==> src/rtl/muxn_stream.sv <==
// muxn_stream: N-to-1 streaming multiplexer with a single registered output slot.
//
// Selection modes:
//   rr_en = 0 : fixed select, channel `sel` is granted when it is valid
//   rr_en = 1 : round-robin, first valid channel searching upward from ptr
//
// Ports:
//   clk        clock, rising edge
//   rst        asynchronous active-high reset
//   in_data    N_IN*WIDTH packed channel data, channel i at [i*WIDTH +: WIDTH]
//   in_valid   per-channel valid
//   in_ready   per-channel ready (combinational, at most one bit high)
//   rr_en      round-robin enable
//   sel        fixed-mode channel select
//   out_data   registered output data
//   out_valid  registered output valid
//   out_ready  consumer ready
//   out_src    registered index of the channel that produced out_data
module muxn_stream #(
    parameter int N_IN  = 4,
    parameter int WIDTH = 8,
    parameter int SW    = $clog2(N_IN)
) (
    input  logic                  clk,
    input  logic                  rst,
    input  logic [N_IN*WIDTH-1:0] in_data,
    input  logic [N_IN-1:0]       in_valid,
    output logic [N_IN-1:0]       in_ready,
    input  logic                  rr_en,
    input  logic [SW-1:0]         sel,
    output logic [WIDTH-1:0]      out_data,
    output logic                  out_valid,
    input  logic                  out_ready,
    output logic [SW-1:0]         out_src
);

    localparam int NPAD = 1 << SW;

    logic [WIDTH-1:0] chan [N_IN];
    logic [NPAD-1:0]  valid_pad;
    logic             load_en;
    logic             fixed_hit;
    logic             rr_hit;
    logic [SW-1:0]    rr_idx;
    logic [SW:0]      cand_sum;
    logic [SW-1:0]    cand;
    logic             grant_hit;
    logic [SW-1:0]    grant_idx;
    logic             xfer;
    logic [SW-1:0]    ptr;
    logic [SW-1:0]    next_ptr;

    for (genvar g = 0; g < N_IN; g++) begin : g_chan
        assign chan[g] = in_data[g*WIDTH +: WIDTH];
    end

    assign load_en = !out_valid || out_ready;

    // Padding in_valid to 2**SW bits makes an out-of-range sel read a
    // zero valid, so it can never grant.
    always_comb begin
        valid_pad = '0;
        valid_pad[N_IN-1:0] = in_valid;
        fixed_hit = valid_pad[sel];
    end

    // Round-robin search ptr, ptr+1, ... modulo N_IN; the wrap is done by
    // subtraction so non-power-of-two N_IN works.
    always_comb begin
        rr_hit   = 1'b0;
        rr_idx   = '0;
        cand_sum = '0;
        cand     = '0;
        for (int k = 0; k < N_IN; k++) begin
            cand_sum = {1'b0, ptr} + (SW+1)'(k);
            if (cand_sum >= (SW+1)'(N_IN)) begin
                cand_sum = cand_sum - (SW+1)'(N_IN);
            end
            cand = cand_sum[SW-1:0];
            if (!rr_hit && in_valid[cand]) begin
                rr_hit = 1'b1;
                rr_idx = cand;
            end
        end
    end

    always_comb begin
        if (rr_en) begin
            grant_hit = rr_hit;
            grant_idx = rr_idx;
        end else begin
            grant_hit = fixed_hit;
            grant_idx = sel;
        end
    end

    assign xfer = !rst && load_en && grant_hit;

    always_comb begin
        in_ready = '0;
        for (int i = 0; i < N_IN; i++) begin
            in_ready[i] = xfer && (grant_idx == SW'(i));
        end
    end

    assign next_ptr = (grant_idx == SW'(N_IN - 1)) ? '0 : grant_idx + 1'b1;

    always_ff @(posedge clk or posedge rst) begin
        if (rst) begin
            out_valid <= 1'b0;
            out_data  <= '0;
            out_src   <= '0;
            ptr       <= '0;
        end else begin
            if (xfer) begin
                out_data  <= chan[grant_idx];
                out_src   <= grant_idx;
                out_valid <= 1'b1;
                if (rr_en) begin
                    ptr <= next_ptr;
                end
            end else if (out_ready) begin
                // drain with no refill; data and source are left as they were
                out_valid <= 1'b0;
            end
        end
    end

endmodule
==> config.mk <==
export PLATFORM = sky130hd
export DESIGN_NAME = muxn_stream
export DESIGN_NICKNAME = d
export VERILOG_FILES = /design/src/rtl/muxn_stream.sv
export SDC_FILE = /design/constraint.sdc
export NUM_CORES = 1
export LEC_CHECK = 0
export BUFFER_PORTS_ARGS = -buffer_cell sky130_fd_sc_hd__buf_2
export CORE_MARGIN = 2
export CORE_UTILIZATION = 40
export CTS_BUF_LIST = sky130_fd_sc_hd__clkbuf_8
export CTS_CLUSTER_SIZE = 40
export DETAILED_ROUTE_END_ITERATION = 6
export GPL_TIMING_DRIVEN = 0
export PLACE_DENSITY = 0.82
export SYNTH_ARGS = -nofsm -noshare
export SYNTH_HDL_FRONTEND = slang
export SYNTH_SLANG_ARGS = --single-unit
==> constraint.sdc <==
create_clock -name clk -period 2.63 [get_ports clk]
set_input_delay 0.1315 -clock clk [delete_from_list [all_inputs] [get_ports clk]]
set_output_delay 0.1315 -clock clk [all_outputs]
set_load 0.05 [all_outputs]
Word-level counts from Yosys, hierarchy flattened:

Cells that the tools add are included.

* input bits: 42
* register bits: 13
* word-level logic and storage cells: 74

* multiplexer cells: 30
* $add $sub $neg: 8
* $lt $le $gt $ge: 10
* eq/ne operators: 3
* bitwise gates (word level): 1
* reduce and logical (&&, ||, !) cells: 18

Operators by type and width (count)
* $mux W2: 10
* $bmux W8 S2: 1
* $mux W8: 2
* $lt A2 B3 Y1 const B: 5
* $ge A3 B3 Y1 const B: 4
* $mux W1: 12
* $bmux W1 S2: 5
* $logic_and A1 B1 Y1: 9
* $sub A2 B1 Y2 const B: 4
* $add A2 B2 Y3 const B: 2
* $logic_not A1 Y1: 5
* $eq A2 B2 Y1 const B: 2
* $add A2 B1 Y3 const B: 1
* $ge A2 B3 Y1 const B: 1
* $not A2 Y3: 1
* $add A2 B1 Y2 const B: 1
* $eq A2 B1 Y1 const B: 1
* $logic_not A2 Y1: 1
* $reduce_and A2 Y1: 1
* $reduce_bool A2 Y1: 1
* $logic_or A1 B1 Y1: 1

Logic depth before layout (Yosys ltp):

Gate-level depths: netlist of run 1.

* word-level depth: 19
* mapped depth: 6

Worst setup path before layout of run 1:

Ideal clock, no wire load.

* path type: reg2out
* from: register out_valid
* to: output in_ready[1]
* arrival: 2.049 ns
* data required time: 2.499 ns
* setup slack: 0.450 ns
* path buffers: 0
* stages on the path, launching flop included: 5
* cell sequence: dfrtp_1 nor2b_1 a311o_1 or2_1 nor2_1

* word-level cells in the longest chain between the ends: 5

Ends and longest elaborated chain
* start: declaration: line 32 `output logic out_valid,`
* start signal: assignment: line 110 `out_valid <= 1'b0;`
* start signal: assignment: line 118 `out_valid <= 1'b1;`
* start signal: assignment: line 124 `out_valid <= 1'b0;`
* $logic_not A1 Y1: line 57 `assign load_en = !out_valid || out_ready;`
* $logic_or A1 B1 Y1: line 57
* $logic_and A1 B1 Y1 (2 in a row): line 97 `assign xfer = !rst && load_en && grant_hit;`
* $logic_and A1 B1 Y1: line 102 `in_ready[i] = xfer && (grant_idx == SW'(i));`
* end: declaration: line 28 `output logic [N_IN-1:0] in_ready,`

No other way between the ends.

Worst setup path after layout of run 1:

* from: register ptr[1]
* to: output in_ready[3]

* word-level cells in the longest chain between the ends: 17
* elaborated cells on any way between the ends: 42

Ends and longest elaborated chain
* start: declaration: line 50 `logic [SW-1:0] ptr;`
* start signal: assignment: line 120 `ptr <= next_ptr;`
* parallel branches: the longest is 16 deep, another holds $add A2 B1 Y3
* $logic_and A1 B1 Y1 (*): line 102

Every way passes the cells marked *. The select of a mux whose other input is x is not followed.

==> results of run 1 <==
[synth_stat cells]
cell / instances
a21boi_0: 1
mux2_2: 2
and3_1: 1
or2_1: 1
o221ai_1: 9
nand3_4: 1
dfrtp_1: 13
nand3_1: 2
a311o_1: 1
or3_1: 1
nand2b_1: 3
buf_4: 1
inv_1: 2
nand4_1: 1
o21ai_2: 1
a311oi_4: 1
nor2_1: 5
a21oi_1: 2
nand2_1: 18
or3_4: 1
buf_2: 2
o221a_2: 1
mux2i_1: 18
nor2b_1: 2
or2b_1: 1
o21ai_0: 1
o41ai_1: 1
o31ai_1: 1
[state kept, by name, indices dropped and copies added, names as in the netlist]
register   count
out_data       8
out_src        2
ptr            2
out_valid      1
[path summary, 6_finish.rpt]
path	start	end	slack (ps)	depth (start not counted)
setup / recovery	ptr[1]$_DFFE_PP0P_	in_ready[3]	620	7
hold / removal	in_data[8]	out_data[0]$_DFFE_PP0P_	210	3
setup reg to reg	ptr[1]$_DFFE_PP0P_	out_data[0]$_DFFE_PP0P_	950	6
hold reg to reg	out_src[0]$_DFFE_PP0P_	out_src[0]$_DFFE_PP0P_	480	2
max in group asynchronous	rst	out_data[6]$_DFFE_PP0P_	1810	3
min in group asynchronous	rst	out_valid$_DFFE_PP0P_	490	3
[layout make-up]
type	count	area [µm²]	area share, %
Buffer	3	17.5	1.36
Clock buffer	3	41.3	3.21
Clock inverter	1	3.75	0.292
Multi-Input combinational cell	76	566	44.0
Tap cell	28	35.0	2.72
Inverter	2	7.51	0.584
Sequential cell	13	325	25.3
Timing Repair Buffer	57	290	22.6
[cell usage in the layout (no fill, tap or decap), types with 2 or more instances in the layout]
cell,instances
nand2_1,18
nand2b_1,3
o221ai_1,9
a21oi_1,2
mux2_2,2
nand3_1,2
dfrtp_1,13
clkbuf_8,3
nor2_1,5
buf_2,58
nor2b_1,2
mux2i_1,18
inv_1,3
[worst register-to-register path: stages (launching register included)]
cell	delay [ps]
dfrtp_1	410
mux2i_1	220
nand3_1	100
nand3_1	130
buf_2	310
mux2i_1	250
o221ai_1	140
[power breakdown]
group | switching, µW | total [µW] | internal, µW | leakage, µW
registers | 36.5 | 293 | 257 | 0.000160
clock network | 70.6 | 174 | 103 | 0.0000269
logic | 325 | 480 | 155 | 0.000524
[cells by family (layout without fill, tap and decap cells)]
| kind of cell | Yosys count | count (layout) | synth area share [%] |
|---|---|---|---|
| AOI/OAI and AO/OA | 19 | 19 | 19.0 |
| buffers and inverters | 5 | 66 | 2.73 |
| DFF | 13 | 13 | 35.5 |
| muxes | 20 | 20 | 22.1 |
| and+or+nand+nor | 37 | 37 | 20.6 |
[per-layer routing]
layer  global-route usage [%]  up-vias  wire [µm]  share of wire [%]
li1                         -      480          -                  -
met4                     10.1        0         34                1.4
met2                     30.8       46       1170                 49
met1                     26.0      465       1010                 42
met3                     2.87        4        178                7.4
met5                        0        -          0                  0
[per-stage QoR]
stage / worst slack, ps / util [%] / power (µW) / hold WS [ps]
5_1_grt: 503 / 58.7 / 1010 / 225
3_3_place_gp: 827 / 56.2 / 765 / 226
6_report: 617 / 58.7 / 947 / 207
4_1_cts: 624 / 58.7 / 953 / 207
3_5_place_dp: 788 / 56.2 / 777 / 233
2_1_floorplan: 450 / - / 650 / 8.46
==> impl_table.tex, run 1 <==
\begin{tabular}{lr}
\hline
Metric & Value \\
\hline
\multicolumn{2}{l}{\textbf{Outcome}} \\
\quad Status & finished clean \\
\multicolumn{2}{l}{\textbf{Global routing}} \\
\quad GR Util All Layers & between 15 and 20\% \\
\quad Final global-route overflow total & 0 \\
\quad Number of antenna violations at the first check in global routing & 0 \\
\quad Maximum number of pins on one net before global-route repair & 14 \\
\quad First-pass GRT wire length & roughly 3900 µm \\
\quad Number of global-route vias before repair & about 890 \\
\multicolumn{2}{l}{\textbf{Synthesis}} \\
\quad Mean area per synthesized cell & between 9 and 10 µm² \\
\quad Synth top area cells & dfrtp\_1 (36\%), mux2i\_1 (20\%), o221ai\_1 (8.6\%), nand2\_1 (7.4\%), a311oi\_4 (2.9\%) \\
\quad Number of cells produced by synthesis & 94 \\
\quad Post-synthesis sequential area ratio & 35.5\% \\
\quad Yosys warns & 0 \\
\quad Unique masters post-synth & 28 \\
\quad Post-Synthesis Net Count & 136 \\
\quad Share of Yosys cell area claimed by the top area cell type & 35.5\% \\
\quad Count of state elements after synthesis & 13 \\
\quad Synthesized cell area & 916 µm² \\
\quad Yosys top cell by area & dfrtp\_1 \\
\multicolumn{2}{l}{\textbf{Placed design}} \\
\quad Half-perimeter wire length of the detailed placement result & between 1500 and 2000 µm \\
\quad Port Buf Inserts & 56 \\
\quad Area after detailed placement & 1230 µm² \\
\quad Routability-driven placement congestion ratio & slightly above 0.8 \\
\quad \# placed instances & roughly 180 \\
\multicolumn{2}{l}{\textbf{Final layout}} \\
\quad Post-layout nets & a little under 200 \\
\quad Share of cells above drive strength 1 & $\sim$45\% \\
\quad Number of filler cells placed in the layout & between 200 and 250 \\
\quad Post-route insts no fill & approximately 180 \\
\quad ANT cells & 0 \\
\quad Area growth from synthesis to final layout & 40.4\% \\
\quad Design area & between 1000 and 1500 µm² \\
\multicolumn{2}{l}{\textbf{Drt}} \\
\quad Final ANT Viol Nets & 0 \\
\quad DRC marker count from the first detailed-route iteration & 20 \\
\quad Average via count per standard cell & approximately 5.4 \\
\quad Routed wire length & 2400 µm \\
\quad Total vias in the final route & 995 \\
\quad DRC violations left & 0 \\
\quad Routed length per placed instance & about 13 µm \\
\quad Iteration count of the initial detailed-routing pass & 5 \\
\multicolumn{2}{l}{\textbf{Floorplanning}} \\
\quad Die Outline Area & about 2700 µm² \\
\quad Starting density of the core & a little over two fifths \\
\quad I/O pin count & 57 \\
\quad Die width & 51.9 µm \\
\quad Cell Rows & 17 \\
\quad Chip Height & 51.9 µm \\
\quad Core Region & 2190 µm² \\
\multicolumn{2}{l}{\textbf{Worst setup path}} \\
\quad Critical path required time & about 2500 ps \\
\quad Critical path's top delay family & simple AND/OR/NAND/NOR gates \\
\quad Peak fanout along the critical path & 10 \\
\quad Worst Setup End Kind & output port \\
\quad Arrival time of the worst setup path & between 1500 and 2000 ps \\
\quad Stage delay of the slowest cell on the critical path & between 400 and 500 ps \\
\quad Slowest stage cell on the critical path & dfrtp\_1 \\
\quad Crit path buffers/inverters & 2 \\
\quad Cell mode on critical path & buf\_2 \\
\quad Critical path class & reg -> out \\
\quad Kind of start point of the critical path & flop \\
\quad Cell-by-cell listing of the critical path & nand2b\_1 > nand4\_1 > nand3\_1 > buf\_2 > or2\_1 > nor2\_1 > buf\_2 \\
\multicolumn{2}{l}{\textbf{Clock tree}} \\
\quad Post-cts resize count & 0 \\
\quad H-Tree Level Count & 1 \\
\quad Number of sinks handled by clock tree synthesis & 13 \\
\quad Clock buffer count from CTS & 3 \\
\quad CTS Hold Buffers Added & 1 \\
\quad Clock latency on the worst-skew pair & 240 ps \\
\quad Bufs on Longest Clock Path & 2 \\
\quad Root buffer cell & clkbuf\_8 \\
\quad Number of buffers inserted by post-CTS setup repair & 0 \\
\quad Clock slew at reported path FFs & around 60 ps \\
\quad TritonCTS clock tree & yes \\
\multicolumn{2}{l}{\textbf{Timing}} \\
\quad Pin slew with the least headroom to its limit & about 750 ps \\
\quad Number of pins with negative max-slew slack in the final report & 0 \\
\quad Final hold violation count & 0 \\
\quad Setup repair after global routing missed its margin & false \\
\quad Fin crit period & a little over 2000 ps \\
\quad Fmax & a little under 0.5 GHz \\
\quad Slew margin rel. & $\sim$50\% \\
\quad Total of endpoints with negative setup slack in the final report & 0 \\
\quad Final Cycle Share & approximately 77\% \\
\quad Setup TNS & 0 ps \\
\quad Clock Skew & 1.66 ps \\
\multicolumn{2}{l}{\textbf{Min path}} \\
\quad Tightest Hold Check Type & in -> reg \\
\multicolumn{2}{l}{\textbf{Power and ir drop}} \\
\quad Peak supply drop & 0.559 mV \\
\quad Power density relative to cell area & 736 nW/µm² \\
\quad LEAKAGE & just over 0.0007 µW \\
\multicolumn{2}{l}{\textbf{Run}} \\
\quad Count of maximum capacitance violations & 0 \\
\hline
\end{tabular}
No activity file was read; power rests on OpenSTA's default activity.
==> run 2, diff against run 1 <==
ABC_AREA = 1   (was not set)
CORE_ASPECT_RATIO = 0.5   (was not set)
PLACE_DENSITY = 0.79   (was 0.82)
clock period = 1.75 ns   (was 2.63 ns; I/O delays follow)
==> run 2 against run 1 <==
The run now ends with setup timing left; cell count grew 84%; clock skew grew 3.0 ps; sequential power grew 80%; sequential cell count is the same; critical endpoint is now in_ready[2]; highest routed layer unchanged.
==> impl_table.tex, run 2 <==
\begin{tabular}{lr}
\hline
Metric & Value \\
\hline
\multicolumn{2}{l}{\textbf{Clock tree}} \\
\quad Clock slew at reported path FFs & 50 ps (about the same) \\
\quad TritonCTS clock tree & yes \\
\quad Clock latency on the worst-skew pair & 250 ps (about the same) \\
\quad Root buffer cell & clkbuf\_8 \\
\quad Bufs on Longest Clock Path & 2 (unchanged) \\
\quad Number of sinks handled by clock tree synthesis & 13 (unchanged) \\
\quad Clock buffer count from CTS & 3 (unchanged) \\
\quad H-Tree Level Count & 1 (unchanged) \\
\multicolumn{2}{l}{\textbf{Worst setup path}} \\
\quad Critical path's top delay family & simple AND/OR/NAND/NOR gates \\
\quad Critical path class & reg -> out \\
\quad Minimum setup slack among reg-to-reg paths & -360 ps (-1310 ps) \\
\quad Cell mode on critical path & buf\_6 \\
\quad Cell-by-cell listing of the critical path & buf\_6 > inv\_6 > nand2\_2 > nand3\_2 > nand2\_4 > nor2\_4 > nand4\_1 > nand2\_1 > inv\_2 > a21oi\_4 > buf\_6 > nand2\_4 > nor2\_4 > buf\_6 \\
\quad Arrival time of the worst setup path & 2090 ps (+210 ps) \\
\quad Slowest stage cell on the critical path & dfrtp\_1 \\
\quad Kind of start point of the critical path & flop \\
\quad Launch instance of the worst register-to-register path & ptr[0]\$\_DFFE\_PP0P\_ \\
\quad Endpoint of the worst-slack reg-to-reg timing path & out\_data[7]\$\_DFFE\_PP0P\_ \\
\quad Worst Setup End Kind & output port \\
\quad Number of cells on the worst reg-to-reg path & 16 (+10) \\
\quad Critical path required time & 1660 ps (-840 ps) \\
\quad Crit. Startpoint & ptr[0]\$\_DFFE\_PP0P\_ \\
\quad Peak fanout along the critical path & 6 (-4) \\
\quad Crit path buffers/inverters & 5 (+3) \\
\quad Stage delay of the slowest cell on the critical path & 400 ps (-20 ps) \\
\multicolumn{2}{l}{\textbf{Drt}} \\
\quad Total vias in the final route & 1704 (+71\%) \\
\quad Average via count per standard cell & 5.06 (-7.0\%) \\
\quad DRC marker count from the first detailed-route iteration & 76 (+280\%) \\
\quad Top layer used by detailed routing & met4 \\
\quad Iteration count of the initial detailed-routing pass & 4 (-1) \\
\quad Met3 routed WL & 172 µm (-3.4\%) \\
\quad Routed wl met2 & 2150 µm (+84\%) \\
\quad Post-route met1 wirelength & 1750 µm (+73\%) \\
\quad Final ANT Viol Nets & 0 (unchanged) \\
\quad Routed wire length & 4110 µm (+72\%) \\
\quad Routed length per placed instance & 12.2 µm (-6.8\%) \\
\quad DRC violations left & 0 (unchanged) \\
\multicolumn{2}{l}{\textbf{Timing}} \\
\quad Final Cycle Share & 124\% \\
\quad Fin crit period & 2180 ps \\
\quad Final hold violation count & 0 (unchanged) \\
\quad Number of pins with negative max-slew slack in the final report & 0 (unchanged) \\
\quad Worst-case setup margin in the final layout & -429 ps (-1050 ps) \\
\quad Clock Skew & 4.68 ps (+3.02 ps) \\
\quad Total of endpoints with negative setup slack in the final report & 15 (+15) \\
\quad Setup repair after global routing missed its margin & true \\
\quad Pin slew with the least headroom to its limit & 615 ps (-132 ps) \\
\quad Slew margin rel. & 58.9\% (+9.3 points) \\
\quad Fmax & between 0.4 and 0.5 GHz \\
\multicolumn{2}{l}{\textbf{Synthesis}} \\
\quad Dominant register cell in the synthesized netlist & dfrtp\_1 \\
\quad Mean area per synthesized cell & 5.60 µm² (-43\%) \\
\quad Post-Synthesis Net Count & 258 (+90\%) \\
\quad Post-synthesis sequential area ratio & 26.9\% (-8.6 points) \\
\quad Count of state elements after synthesis & 13 (unchanged) \\
\quad Most repeated cell in the gate-level netlist after synthesis & nand2\_1 \\
\quad Number of cells produced by synthesis & 216 (+130\%) \\
\quad Synthesized cell area & 1210 µm² (+32\%) \\
\quad Yosys top cell by area & nand2\_1 \\
\quad Async set-reset flop share out of synthesis & 100\% (unchanged) \\
\quad Synth top area cells & nand2\_1 (39\%), dfrtp\_1 (27\%), nand3\_1 (9.1\%), inv\_1 (3.4\%), nor2\_1 (2.5\%) \\
\quad Ranking of synthesized cells by instance count & nand2\_1 (127), nand3\_1 (22), dfrtp\_1 (13) \\
\quad Yosys warns & 0 (unchanged) \\
\quad Share of Yosys cell area claimed by the top area cell type & 39.4\% (+3.9 points) \\
\quad Unique masters post-synth & 23 (-18\%) \\
\quad Number of enable flip-flop cells after synthesis & 0 (unchanged) \\
\multicolumn{2}{l}{\textbf{Placed design}} \\
\quad Routability-driven placement congestion ratio & 0.829 (+1.4\%) \\
\quad Dpl ws & -342 ps (-1130 ps) \\
\quad Port Buf Inserts & 55 (-1.8\%) \\
\quad Half-perimeter wire length of the detailed placement result & 2590 µm (+35\%) \\
\multicolumn{2}{l}{\textbf{Floorplanning}} \\
\quad Die Outline Area & 3500 µm² (+30\%) \\
\quad Core Region & 2940 µm² (+34\%) \\
\quad Chip Height & 42.9 µm (-17\%) \\
\quad I/O pin count & 57 (unchanged) \\
\quad Cell Rows & 14 (-3) \\
\quad Starting density of the core & 41.1\% (-0.73 points) \\
\quad Die width & 81.7 µm (+58\%) \\
\multicolumn{2}{l}{\textbf{Final layout}} \\
\quad Number of flip-flops under the largest register name & 8 (unchanged) \\
\quad Final core utilization & 68.5\% (+9.8 points) \\
\quad Multi-input gate area & 966 µm² (+71\%) \\
\quad Share of cells above drive strength 1 & 46.8\% (+2.3 points) \\
\quad Top Registers & out\_data: 8 flops, out\_src: 2 flops, ptr: 2 flops \\
\quad Number of filler cells placed in the layout & 228 (+11\%) \\
\quad Commonest cells after routing, fill and taps aside & nand2\_1 (105), buf\_2 (52), nand3\_1 (18), buf\_4 (18), nand2\_2 (17) \\
\quad Most common cell after layout, fill and taps aside & nand2\_1 \\
\quad Seq. cell area & 327 µm² (+0.38\%) \\
\quad ANT cells & 0 (unchanged) \\
\quad Register bank with the most flops & out\_data \\
\quad Post-layout nets & 340 (+72\%) \\
\quad Area growth from synthesis to final layout & 66.9\% \\
\multicolumn{2}{l}{\textbf{Min path}} \\
\quad Capture endpoint of the worst hold path & out\_valid\$\_DFFE\_PP0P\_ \\
\quad Tightest Hold Check Type & in -> reg \\
\quad Count of cells along the worst hold path & 2 (-1) \\
\quad Launch point of the worst hold path & out\_ready \\
\multicolumn{2}{l}{\textbf{Power and ir drop}} \\
\quad Power density relative to cell area & 1890 nW/µm² (+160\%) \\
\quad LEAKAGE & 0.00117 µW (+64\%) \\
\quad Peak supply drop & 0.931 mV (+67\%) \\
\multicolumn{2}{l}{\textbf{Global routing}} \\
\quad Number of antenna violations at the first check in global routing & 0 (unchanged) \\
\quad Number of global-route vias before repair & 1485 (+66\%) \\
\quad First-pass GRT wire length & 5880 µm (+49\%) \\
\quad Final global-route overflow total & 0 (unchanged) \\
\quad GR Util All Layers & 21.1\% (+1.5 points) \\
\quad Maximum number of pins on one net before global-route repair & 14 (unchanged) \\
\multicolumn{2}{l}{\textbf{Outcome}} \\
\quad Status & finished, violations left \\
\quad Violated checks & setup timing \\
\multicolumn{2}{l}{\textbf{Run}} \\
\quad Count of maximum capacitance violations & 0 (unchanged) \\
\hline
\end{tabular}
[run 2: cell types whose count changed after synthesis, sizes merged, moves of 4 or more]
cell	delta
nand3	+21
o221ai	-9
nand2	+113
mux2i	-18
o21ai	+7
nor2	+4
inv	+12
[run 2: worst max-delay path by stage]
| stage | slack, ps | cells after the start | end |
|---|---|---|---|
| 2_1_floorplan | -60 | 13 | in_ready[2] |
| 4_1_cts | -380 | 15 | in_ready[2] |
| 3_5_place_dp | -340 | 13 | in_ready[3] |
| 6_report | -430 | 14 | in_ready[2] |
| 3_3_place_gp | -320 | 13 | in_ready[3] |
| 5_1_grt | -510 | 14 | in_ready[0] |
[run 2: worst register-to-register path: stages (launching register included)]
cell	delay, ps
dfrtp_1	400
buf_6	160
inv_6	80
nand2_2	80
nand3_2	90
nand2_4	70
nor2_4	160
nand3_2	110
buf_4	140
nand4_2	160
buf_6	170
nand3_1	80
nand2_1	100
nand2_1	70
nand2_1	70
nand2_1	50
nand2_1	60
[run 2: report_power, final]
group / leakage [µW] / internal (µW) / switching [µW] / total, µW
Sequential: 0.000161 / 437 / 89.2 / 526
Combinational: 0.000982 / 1100 / 1920 / 3020
Clock: 0.0000255 / 157 / 115 / 273
[run 2: cell families after synthesis]
logic type      Yosys count  share of synthesized area, %
simple gates            167                          57.8
buf+inv                  23                          9.11
flops                    13                          26.9
compound gates           13                          6.21
[run 2: final cells by class]
type                    instances  area share, %
clock inverters                 1          0.248
repair buffers                 76           23.5
flip-flops and latches         13           16.2
inverters                      15           3.66
plain buffers                   8           3.54
clock buffers                   3           2.05
repair inverters                1          0.434
well taps                      40           2.48
multi-input cells             180           47.9
[run 2: stage by stage]
step | power [µW] | hold WS (ps) | instances | TNS [ps] | area, µm²
after floorplan | 2330 | -29.8 | 216 | -138 | 1290
final | 3820 | 35.9 | 337 | -4520 | 2020
after detailed placement | 2770 | 150 | 311 | -3000 | 1620
after global placement | 2720 | 128 | 311 | -2500 | 1620
after CTS | 3360 | 52.7 | 325 | -3300 | 1830
after global routing | 4090 | 41.0 | 337 | -6250 | 2020
[run 2: repair_timing]
action	CTS	global route
endpoints found under the setup margin	17	17
gates cloned	0	2
buffers inserted	9	10
hold buffers	1	0
pin swaps	2	13
endpoints found under the hold margin	13	0
gates resized for setup	22	30
[run 2: layer usage]
layer,vias to the layer above,global-route usage (%)
met5,-,0
met4,0,3.67
met3,4,3.40
met2,42,39.8
met1,816,25.5
li1,842,-
==> run 3, diff against run 2 <==
MAX_ROUTING_LAYER = met4   (was not set)
==> run 3 against run 2 <==
The flow still finishes with violations (setup timing); worst hold slack lost 16 ps; global-route usage grew 2.6 points; cell count shrank 1.2%; sequential power grew 1%; largest cell class unchanged.
==> impl_table.tex, run 3 (same netlist as run 2, synthesis figures left out) <==
\begin{tabular}{lr}
\hline
Metric & Value \\
\hline
\multicolumn{2}{l}{\textbf{Global routing}} \\
\quad First-pass GRT wire length & 6390 µm (+8.7\%) \\
\quad GR Util All Layers & 23.7\% (+2.6 points) \\
\quad Final global-route overflow total & 0 (unchanged) \\
\quad Number of antenna violations at the first check in global routing & 0 (unchanged) \\
\quad Number of global-route vias before repair & 1533 (+3.2\%) \\
\quad Maximum number of pins on one net before global-route repair & 14 (unchanged) \\
\multicolumn{2}{l}{\textbf{Min path}} \\
\quad Count of cells along the worst hold path & 2 (unchanged) \\
\quad Tightest Hold Check Type & in -> reg \\
\quad Launch point of the worst hold path & out\_ready \\
\quad Capture endpoint of the worst hold path & out\_valid\$\_DFFE\_PP0P\_ \\
\multicolumn{2}{l}{\textbf{Final layout}} \\
\quad ANT cells & 0 (unchanged) \\
\quad Design area & 1980 µm² (-1.7\%) \\
\quad Register bank with the most flops & out\_data \\
\quad Most common cell after layout, fill and taps aside & nand2\_1 \\
\quad Top Registers & out\_data: 8 flops, out\_src: 2 flops, ptr: 2 flops \\
\quad Number of flip-flops under the largest register name & 8 (unchanged) \\
\quad Share of cells above drive strength 1 & 44.0\% (-2.8 points) \\
\quad Post-layout nets & 336 (-1.2\%) \\
\quad Post-route insts no fill & 333 (-1.2\%) \\
\quad Number of filler cells placed in the layout & 260 (+14\%) \\
\quad Area growth from synthesis to final layout & 64.1\% \\
\quad Commonest cells after routing, fill and taps aside & nand2\_1 (108), buf\_2 (52), nand3\_1 (20) \\
\multicolumn{2}{l}{\textbf{Floorplanning}} \\
\quad Starting density of the core & 41.1\% (unchanged) \\
\quad Die Outline Area & 3500 µm² (unchanged) \\
\quad Die width & 81.7 µm (unchanged) \\
\quad Core Region & 2940 µm² (unchanged) \\
\quad Chip Height & 42.9 µm (unchanged) \\
\quad I/O pin count & 57 (unchanged) \\
\quad Cell Rows & 14 (unchanged) \\
\multicolumn{2}{l}{\textbf{Timing}} \\
\quad Final Cycle Share & 125\% (+0.16 points) \\
\quad Worst-case setup margin in the final layout & -432 ps (-2.88 ps) \\
\quad Pin slew with the least headroom to its limit & 626 ps (+10.6 ps) \\
\quad Clock Skew & 2.62 ps (-2.06 ps) \\
\quad Fmax & 0.458 GHz (-0.13\%) \\
\quad Number of pins with negative max-slew slack in the final report & 0 (unchanged) \\
\quad Total of endpoints with negative setup slack in the final report & 14 (-1) \\
\quad Final hold violation count & 0 (unchanged) \\
\quad Fin crit period & 2180 ps (+2.87 ps) \\
\quad Setup repair after global routing missed its margin & true \\
\quad Slew margin rel. & 58.1\% (-0.71 points) \\
\multicolumn{2}{l}{\textbf{Power and ir drop}} \\
\quad Power density relative to cell area & 1890 nW/µm² (-0.47\%) \\
\quad Peak supply drop & 0.838 mV (-10\%) \\
\quad LEAKAGE & 0.00116 µW (-0.83\%) \\
\multicolumn{2}{l}{\textbf{Clock tree}} \\
\quad Number of sinks handled by clock tree synthesis & 13 (unchanged) \\
\quad Clock slew at reported path FFs & 60 ps (about the same) \\
\quad Clock latency on the worst-skew pair & 250 ps (about the same) \\
\quad Clock buffer count from CTS & 3 (unchanged) \\
\quad Bufs on Longest Clock Path & 2 (unchanged) \\
\quad Root buffer cell & clkbuf\_8 \\
\quad TritonCTS clock tree & yes \\
\quad H-Tree Level Count & 1 (unchanged) \\
\multicolumn{2}{l}{\textbf{Worst setup path}} \\
\quad Cell-by-cell listing of the critical path & buf\_6 > inv\_8 > nand2\_4 > nand3\_2 > nand2\_4 > o31ai\_2 > nor2\_4 > a21oi\_4 > buf\_6 > nand2\_4 > nor2\_4 > buf\_6 \\
\quad Critical path required time & 1660 ps (about the same) \\
\quad Launch instance of the worst register-to-register path & ptr[0]\$\_DFFE\_PP0P\_ \\
\quad Worst Setup End Kind & output port \\
\quad Endpoint of the worst-slack reg-to-reg timing path & out\_data[0]\$\_DFFE\_PP0P\_ \\
\quad Minimum setup slack among reg-to-reg paths & -340 ps (+20 ps) \\
\quad Peak fanout along the critical path & 6 (unchanged) \\
\quad Kind of start point of the critical path & flop \\
\quad Stage delay of the slowest cell on the critical path & 390 ps (about the same) \\
\quad Critical path's top delay family & buffers and inverters \\
\quad Number of cells on the worst reg-to-reg path & 18 (+2) \\
\quad Arrival time of the worst setup path & 2090 ps (about the same) \\
\quad Crit path buffers/inverters & 4 (-1) \\
\quad Critical path class & reg -> out \\
\quad Slowest stage cell on the critical path & dfrtp\_1 \\
\multicolumn{2}{l}{\textbf{Drt}} \\
\quad Average via count per standard cell & 4.97 (-1.6\%) \\
\quad Total vias in the final route & 1656 (-2.8\%) \\
\quad Routed length per placed instance & 11.9 µm (-2.4\%) \\
\quad Routed wire length & 3960 µm (-3.6\%) \\
\quad Iteration count of the initial detailed-routing pass & 4 (unchanged) \\
\quad Final ANT Viol Nets & 0 (unchanged) \\
\quad DRC marker count from the first detailed-route iteration & 62 (-18\%) \\
\quad DRC violations left & 0 (unchanged) \\
\multicolumn{2}{l}{\textbf{Placed design}} \\
\quad Half-perimeter wire length of the detailed placement result & 2630 µm (+1.6\%) \\
\quad \# placed instances & 311 (unchanged) \\
\quad Routability-driven placement congestion ratio & 0.848 (+2.2\%) \\
\quad Area after detailed placement & 1620 µm² (unchanged) \\
\quad Port Buf Inserts & 55 (unchanged) \\
\multicolumn{2}{l}{\textbf{Outcome}} \\
\quad Violated checks & setup timing \\
\quad Status & finished, violations left \\
\multicolumn{2}{l}{\textbf{Run}} \\
\quad Count of maximum capacitance violations & 0 (unchanged) \\
\hline
\end{tabular}
[run 3: cell count changes in the layout (fill, tap and decap cells not counted), moves of 2 or more]
cell,delta
buf_4,-4
nand2_4,+2
nand3_1,+2
nand3_2,-2
nand2_1,+3
nand2_2,-5
inv_4,+2
inv_2,-2
[run 3: stage by stage]
step	power [µW]	utilization [%]	setup slack (ps)	hold WS, ps	TNS, ps
floorplan	2330	-	-57.4	-29.8	-138
global placement	2720	55.0	-322	127	-2480
detailed placement	2770	55.0	-353	147	-3080
CTS	3480	64.2	-373	41.7	-3630
global route	4000	67.4	-544	38.0	-6080
finish	3740	67.4	-432	19.9	-4160
[run 3: cell type report]
class,count,area (µm²),share of cell area [%]
timing repair inverter,1,6.26,0.315
clock buffer,3,41.3,2.08
tap,40,50.0,2.52
timing repair buffer,73,460,23.2
sequential,13,327,16.5
buffer,7,63.8,3.22
inverter,15,71.3,3.60
clock inverter,1,5.00,0.252
multi-input combinational,180,958,48.3
[run 3: worst reg2reg max path, cell delays in order, from the launching register on]
cell     delay [ps]
dfrtp_1         390
buf_6           150
inv_8            90
nand2_4          60
nand3_1          80
nand2_2          80
inv_1           120
nand3_2         110
nand2_2          70
o21ai_2          80
buf_6           160
buf_12          120
buf_4           130
nand2_1          50
nand2_1          50
nand2_1          50
nand2_1          50
nand2_1          60
nand2_1          50
[run 3: power breakdown]
| part | internal [µW] | switching, µW |
|---|---|---|
| combinational | 1070 | 1860 |
| sequential | 437 | 95.9 |
| clock | 158 | 121 |
| total | 1670 | 2070 |
[run 3: how the worst max path moves through the flow]
stage | start | endpoint | slack, ps | cells after the start
after floorplan | ptr[0]$_DFFE_PP0P_ | in_ready[2] | -60 | 13
after global placement | ptr[0]$_DFFE_PP0P_ | in_ready[3] | -320 | 13
after detailed placement | ptr[0]$_DFFE_PP0P_ | in_ready[3] | -350 | 13
after CTS | ptr[1]$_DFFE_PP0P_ | in_ready[2] | -370 | 12
after global routing | ptr[0]$_DFFE_PP0P_ | in_ready[2] | -540 | 15
final | ptr[0]$_DFFE_PP0P_ | in_ready[2] | -430 | 12
[run 3: repair_timing]
action / CTS / global route
gates cloned: 2 / 0
endpoints found under the setup margin: 17 / 17
setup buffers: 12 / 4
hold buffers: 1 / 0
resized for setup: 25 / 21
endpoints found under the hold margin: 13 / 0
pin swaps: 5 / 6
[run 3: routing by layer]
layer,GRT usage [%],part of all wire [%],vias up
met5,-,0,-
met4,3.67,0.66,0
met3,3.62,5.4,6
met2,43.6,52,58
met1,28.0,42,765
li1,-,-,827
